### src/rtl/mult_unit.sv
// Iterative 32-bit shift-add multiplier for RV32M MUL/MULH/MULHSU/MULHU.
// One iteration per cycle; result, done and write-back select are registered.
module mult_unit #(
  parameter int XLEN = 32
) (
  input  logic            clk,
  input  logic            rstN,
  input  logic            start,
  input  logic [1:0]      multOp,
  input  logic [XLEN-1:0] operandA,
  input  logic [XLEN-1:0] operandB,
  output logic            busy,
  output logic            done,
  output logic            aluResultSrc,
  output logic [XLEN-1:0] multResult
);

  localparam int CNT_W = $clog2(XLEN);

  typedef enum logic [1:0] {
    IDLE,
    CALC,
    DONE
  } state_t;

  typedef enum logic [1:0] {
    OP_MUL    = 2'b00,
    OP_MULH   = 2'b01,
    OP_MULHSU = 2'b10,
    OP_MULHU  = 2'b11
  } op_t;

  state_t              state;
  op_t                 op_q;
  logic [CNT_W-1:0]    count;
  logic [2*XLEN-1:0]   acc;
  logic [XLEN-1:0]     mcand;
  logic                neg_q;

  op_t                 op_in;
  logic                sign_a;
  logic                sign_b;
  logic [XLEN-1:0]     mag_a;
  logic [XLEN-1:0]     mag_b;
  logic [XLEN-1:0]     addend;
  logic [XLEN:0]       sum;
  logic [2*XLEN-1:0]   acc_shift;
  logic [2*XLEN-1:0]   product;
  logic                last_iter;

  // Operands enter as magnitudes; the sign is reapplied once to the full product.
  always_comb begin
    op_in  = op_t'(multOp);
    sign_a = ((op_in == OP_MULH) || (op_in == OP_MULHSU)) && operandA[XLEN-1];
    sign_b = (op_in == OP_MULH) && operandB[XLEN-1];
    mag_a  = sign_a ? ('0 - operandA) : operandA;
    mag_b  = sign_b ? ('0 - operandB) : operandB;
  end

  // Low half of acc holds the remaining multiplier bits, high half the partial sum.
  always_comb begin
    addend    = acc[0] ? mcand : '0;
    sum       = {1'b0, acc[2*XLEN-1:XLEN]} + {1'b0, addend};
    acc_shift = {sum, acc[XLEN-1:1]};
    product   = neg_q ? ('0 - acc_shift) : acc_shift;
    last_iter = (count == CNT_W'(XLEN - 1));
  end

  always_ff @(posedge clk or negedge rstN) begin
    if (!rstN) begin
      state        <= IDLE;
      op_q         <= OP_MUL;
      count        <= '0;
      acc          <= '0;
      mcand        <= '0;
      neg_q        <= 1'b0;
      busy         <= 1'b0;
      done         <= 1'b0;
      aluResultSrc <= 1'b0;
      multResult   <= '0;
    end else begin
      case (state)
        IDLE: begin
          if (start) begin
            mcand <= mag_a;
            acc   <= {{XLEN{1'b0}}, mag_b};
            op_q  <= op_in;
            neg_q <= sign_a ^ sign_b;
            count <= '0;
            busy  <= 1'b1;
            state <= CALC;
          end
        end
        CALC: begin
          acc   <= acc_shift;
          count <= count + 1'b1;
          if (last_iter) begin
            multResult   <= (op_q == OP_MUL) ? product[XLEN-1:0]
                                             : product[2*XLEN-1:XLEN];
            busy         <= 1'b0;
            done         <= 1'b1;
            aluResultSrc <= 1'b1;
            state        <= DONE;
          end
        end
        DONE: begin
          done         <= 1'b0;
          aluResultSrc <= 1'b0;
          state        <= IDLE;
        end
        default: begin
          busy         <= 1'b0;
          done         <= 1'b0;
          aluResultSrc <= 1'b0;
          state        <= IDLE;
        end
      endcase
    end
  end

endmodule
### config.mk
export PLATFORM = sky130hd
export DESIGN_NAME = mult_unit
export DESIGN_NICKNAME = d
export VERILOG_FILES = /design/src/rtl/mult_unit.sv
export SDC_FILE = /design/constraint.sdc
export NUM_CORES = 1
export LEC_CHECK = 0
export CAP_MARGIN = 30
export CORE_MARGIN = 2
export CORE_UTILIZATION = 53
export CTS_BUF_LIST = sky130_fd_sc_hd__clkbuf_16
export CTS_CLUSTER_DIAMETER = 60
export DETAILED_ROUTE_END_ITERATION = 8
export GPL_TIMING_DRIVEN = 0
export PLACE_DENSITY_LB_ADDON = 0.1
export SYNTH_ARGS = -nofsm -noshare
export SYNTH_HDL_FRONTEND = slang
export SYNTH_SLANG_ARGS = --single-unit
### constraint.sdc
create_clock -name clk -period 4.75 [get_ports clk]
set_input_delay 0.95 -clock clk [delete_from_list [all_inputs] [get_ports clk]]
set_output_delay 0.95 -clock clk [all_outputs]
set_load 0.01 [all_outputs]
# [Word level (Yosys, flattened, before mapping)]
# Cells that the tools add are included.
[totals] regBits=140 in_bits=69 out_inout_bits=35 elab_cells=53
[classes] addsub=5 n_eq_ne=7 mux=17 bitwise_logic=3 reduce_logical=12
[ops] operator="32-bit two-way mux" count=4
[ops] operator="64-bit two-way mux" count=2
[ops] operator="64-bit case mux with 2 select lines" count=1
[ops] operator="1-bit by 32-bit subtractor with 32-bit output (first input constant)" count=2
[ops] operator="1-bit by 64-bit subtractor with 64-bit output (first input constant)" count=1
[ops] operator="32-bit by 32-bit adder with 33-bit output" count=1
[ops] operator="5-bit case mux with 2 select lines" count=1
[ops] operator="2-bit AND reduction" count=5
[ops] operator="5-bit by 1-bit adder with 5-bit output (second input constant)" count=1
[ops] operator="5-bit equality test (second input constant)" count=1
[ops] operator="5-bit two-way mux" count=1
[ops] operator="2-bit by 1-bit equality test with 1-bit output (second input constant)" count=2
[ops] operator="2-bit equality test (second input constant)" count=2
[ops] operator="2-bit zero test" count=2
[ops] operator="2-bit two-way mux" count=2
[ops] operator="2-bit != test (second input constant)" count=2
[ops] operator="2-bit case mux with 2 select lines" count=1
[ops] operator="1-bit two-way mux" count=3
[ops] operator="1-bit case mux with 3 select lines" count=1
[ops] operator="3-bit AND reduction" count=1
[ops] operator="1-bit logical AND" count=2
[ops] operator="1-bit NOT" count=2
[ops] operator="1-bit case mux with 2 select lines" count=1
[ops] operator="2-bit nonzero test" count=1
[ops] operator="other kinds (2)" count=2

# [Depth between registers and ports, before layout]
[logic_depth] word_depth=5 depth_mapped=15 mapped_depth_nobuf=13

# [Least setup slack after synthesis]
# Ideal clock, no wire load.
[synth_timing] path_kind="register -> register" from="reg acc[0]" to="reg multResult[30]" setup_ps=128 arrival_time_ps=4300 t_required_ps=4622 path_slack_ps=322 path_stages_with_launch=15 path_buffers=1 synth_period_minus_slack_ps=4428 cell_sequence="dfrtp_1 clkbuf_1 and2_1 ha_1 fa_1 a211oi_1 o211ai_1 a2111oi_0 a311oi_1 a41o_1 or4b_2 or4_4 o31ai_2 xor2_1 o21ai_1"
[synth_between] elab_chain_len=5
[synth_lines] item="start, declared" line="36" rtl="logic [2*XLEN-1:0] acc;"
[synth_lines] item="start signal, assigned" line="86" rtl="acc <= {{XLEN{1'b0}}, mag_b};"
[synth_lines] item="start signal, assigned" line="95" rtl="acc <= acc_shift;"
[synth_lines] item="32-bit two-way mux *" line="62" rtl="addend = acc[0] ? mcand : '0;"
[synth_lines] item="32-bit by 32-bit adder with 33-bit output *" line="63" rtl="sum = {1'b0, acc[2*XLEN-1:XLEN]} + {1'b0, addend};"
[synth_lines] item="1-bit by 64-bit subtractor with 64-bit output" line="65" rtl="product = neg_q ? ('0 - acc_shift) : acc_shift;"
[synth_lines] item="64-bit two-way mux *" line="65"
[synth_lines] item="32-bit two-way mux *" line="98" rtl="multResult <= (op_q == OP_MUL) ? product[XLEN-1:0]"
[synth_lines] item="end signal, assigned" line="98"
[synth_lines] item="end, declared" line="15" rtl="output logic [XLEN-1:0] multResult"
# Every way passes the cells marked *; elsewhere a longest branch is shown, timed or not.
# A chain may end at the register's enable or synchronous reset.

# [Worst setup path in the final report]
# Ends and elaborated chain as after synthesis.

==> flow_metrics.env <==
export IMPL_worst_slew_pin_slew_ns=0.954
export IMPL_grt_pass1_vias=9408
export IMPL_dpl_cell_area_um2=11800
export IMPL_syn_nets=1384
export IMPL_hold_viol_final=0
export IMPL_drt_total_wl_um=32700
export IMPL_cts_tree="done"
export IMPL_grt_first_pass_wirelength_um=50700
export IMPL_post_place_cells=1645
export IMPL_clkTransAtPathRegs_ns=0.06
export IMPL_antenna_found_initial=0
export IMPL_area_delta_synth_final_pct=20.8
export IMPL_track_usage_pct=31.9
export IMPL_worst_setup_path_start_kind="flip-flop"
export IMPL_ff_latch_area_um2=3500
export IMPL_ys_ff_latch=140
export IMPL_grt_ovfl_total=0
export IMPL_max_slew_margin_pct=35.8
export IMPL_cp_max_fo=10
export IMPL_hpwlAfterDp_um=25500
export IMPL_drt_pass1_iterations=6
export IMPL_synth_distinct_cells=73
export IMPL_antenna_left=0
export IMPL_portBuffers=103
export IMPL_fp_dieH_um=144
export IMPL_power_mw=8.26
export IMPL_syn_avg_cell_area_um2=8.13
export IMPL_comb_power_share_pct=56.7
export IMPL_p_switching_mw=3.94
export IMPL_pwr_share_clk_pct=16.7
export IMPL_fillers=1759
export IMPL_ys_async_sr_fraction_pct=100
export IMPL_ir_drop_v=0.000272
export IMPL_stdcell_count=1679
export IMPL_wl_per_cell_um=19.5
export IMPL_fmax_mhz=215
export IMPL_seq_power_share_pct=26.6
export IMPL_die_w_um=144
export IMPL_multi_input_area_um2=6660
export IMPL_cts_buffers=17
export IMPL_ios=104
export IMPL_setup_viol=0
export IMPL_rows=51
export IMPL_htree_levels=4
export IMPL_clkLatencyLatePin_ns=0.43
export IMPL_crit_required_ns=5.05
export IMPL_skew_ns=0.00952
export IMPL_min_period_ns=4.64
export IMPL_synthesis_area_um2=10400
export IMPL_core_area_um2=19300
export IMPL_power_leakage_nw=5.07
export IMPL_cts_buffer_depth=2
export IMPL_swShare_pct=47.7
export IMPL_vias=10400
export IMPL_p_int_mw=4.32
export IMPL_synth_edf_count=0
export IMPL_dr_first_iter_drc_count=969
export IMPL_drive_above_1_share_pct=5.66
export IMPL_via_per_inst=6.17
export IMPL_start_util_pct=53.7
export IMPL_cts_root_buf="clkbuf_16"
export IMPL_final_util_pct=64.8
export IMPL_grt_max_degree=77
export IMPL_holdBufCountCts=0
export IMPL_hp_class="reg -> reg"
export IMPL_yosys_warnings=0
export IMPL_die_area_um2=20700
export IMPL_ys_seq_area_share_pct=33.8
export IMPL_maxCapViolCount=0
export IMPL_syn_inst=1276
export IMPL_gp_congestion=0.973
export IMPL_fin_crit_sh_pct=97.8
export IMPL_outcome="completed"
export IMPL_design_area_um2=12500
export IMPL_worst_setup_path_end_kind="flip-flop"
export IMPL_synth_ff_type="dfrtp_1"
export IMPL_worstSetupPathType="reg -> reg"
export IMPL_drv_slew=0
export IMPL_fin_nets=1511
export IMPL_powerDensity_nw_per_um2=659
export IMPL_critPathArrivalTime_ns=4.95
export IMPL_clock_sinks=140
export IMPL_antenna_cells=0
export IMPL_drc=0
-- layout by cell type, fill, tap and decap left out, types with 4 or more instances in the layout --
cell and n:
nand2_1 156, o21ai_0 140, dfrtp_1 140, clkdlybuf4s50_1 102, nor2_1 93, a21oi_1 91
xnor2_1 76, clkbuf_1 62, xor2_1 51, and2_1 41, ha_1 38, a22oi_1 31
o21ai_1 28, nor3_1 28, a22o_1 24, o31ai_1 24, inv_1 20, nand3_1 17
clkbuf_16 17, nor4_1 16, o22ai_1 14, a21o_1 13, or3_1 13, nand4_1 13
or4_1 11, a31oi_1 9, o41ai_1 8, a211oi_1 8, or2_2 7, o211ai_1 7
buf_4 7, nand2b_1 6, and3_1 5, o221ai_1 5, clkinv_4 5, nand4b_1 4
-- Yosys cell counts (4+ instances only) --
library cell / count / area (um2)
o211ai_1: 7 / 52.6
xor2_1: 51 / 447
or3_1: 13 / 81.3
xnor2_1: 77 / 674
nor2_1: 93 / 349
nand4b_1: 4 / 35.0
clkbuf_1: 67 / 251
o31ai_1: 25 / 188
a22oi_1: 31 / 233
inv_1: 20 / 75.1
nand4_1: 13 / 81.3
nor3_1: 28 / 140
ha_1: 38 / 475
a211oi_1: 9 / 67.6
nand3_1: 18 / 90.1
or2_2: 7 / 43.8
a22o_1: 24 / 210
o221ai_1: 5 / 43.8
nor4_1: 18 / 113
or4_1: 11 / 82.6
o41ai_1: 8 / 70.1
and3_1: 5 / 31.3
dfrtp_1: 140 / 3500
a31oi_1: 9 / 56.3
o21ai_1: 27 / 135
a21oi_1: 94 / 470
o22ai_1: 14 / 87.6
a21o_1: 13 / 97.6
and2_1: 41 / 257
o21ai_0: 141 / 706
nand2b_1: 6 / 37.5
nand2_1: 156 / 586
-- registers in the layout, summed over array words and instances (netlist names) --
| register | flops |
|---|---|
| mcand | 32 |
| multResult | 32 |
| state | 2 |
| acc | 64 |
| aluResultSrc | 1 |
| neg_q | 1 |
| busy | 1 |
| op_q | 2 |
| count | 5 |
-- what timing repair did --
action / 4_1_cts / 5_1_grt
pin swaps: 4 / 7
setup buffers: 2 / 4
setup endpoints to repair: 11 / 13
resized for setup: 17 / 12
-- logic make-up (layout without fill, tap and decap cells) --
logic type | count (synthesis) | after routing | share of synthesized area (%)
adders and majority gates | 39 | 39 | 4.78
AOI/OAI and AO/OA | 445 | 445 | 26.8
xor gates and xnor gates | 128 | 128 | 10.8
buffers and inverters | 90 | 228 | 3.29
DFF | 140 | 140 | 33.8
muxes | 4 | 4 | 0.398
and+or+nand+nor | 430 | 430 | 20.1
-- per-layer routing --
metal	routed length (um)	GRT usage (%)
met4	895	11.0
met3	2540	3.57
met2	14500	48.6
met5	0	0
met1	14700	46.9
-- metrics by stage --
step	hold WS, ns	setup TNS (ns)	setup WS, ns
2_1_floorplan	0.442	0	0.322
3_3_place_gp	0.454	-405.42	-2.89
3_5_place_dp	0.457	-3.77	-0.441
4_1_cts	0.470	0	0.00214
5_1_grt	0.492	-0.101	-0.0691
6_report	0.463	0	0.106
-- cell type report --
type	count	share of cell area [%]
inverter	22	0.659
clock buffer	17	3.40
multi-input combinational	1046	53.1
buffer	66	2.04
timing repair buffer	110	8.82
sequential	140	28.0
tap	265	2.65
clock inverter	13	1.35
-- critical path, stage by stage, from the launching register on --
cell and delay [ns]:
dfrtp_1 0.44, clkbuf_2 0.19, and2_1 0.23, ha_1 0.32
clkbuf_1 0.35, nand4_1 0.27, a2111oi_4 0.51, nor3_1 0.14
o311ai_2 0.52, o211ai_1 0.33, or4_4 0.66, o31ai_2 0.28
xor2_1 0.20, o21ai_1 0.07
-- final timing paths --
path                           startpoint              to  slack [ns]  depth (start not counted)
max                                acc[0]  multResult[30]        0.11                         13
min                        multResult[21]  multResult[21]        0.46                          2
max reg2reg                        acc[0]  multResult[30]        0.11                         13
min reg2reg                multResult[21]  multResult[21]        0.46                          2
max in group asynchronous            rstN         acc[51]        3.46                          2
min in group asynchronous            rstN   multResult[8]        0.49                          1
-- power groups by stage --
stage          Clock (mW)  Sequential [mW]  Combinational [mW]
2_1_floorplan           0             2.04                3.11
3_3_place_gp            0             2.17                4.34
3_5_place_dp            0             2.19                4.42
4_1_cts              1.39             2.17                4.51
5_1_grt              1.44             2.24                5.08
6_report             1.38             2.20                4.68
Note: power is estimated with default switching activity, not from simulation.
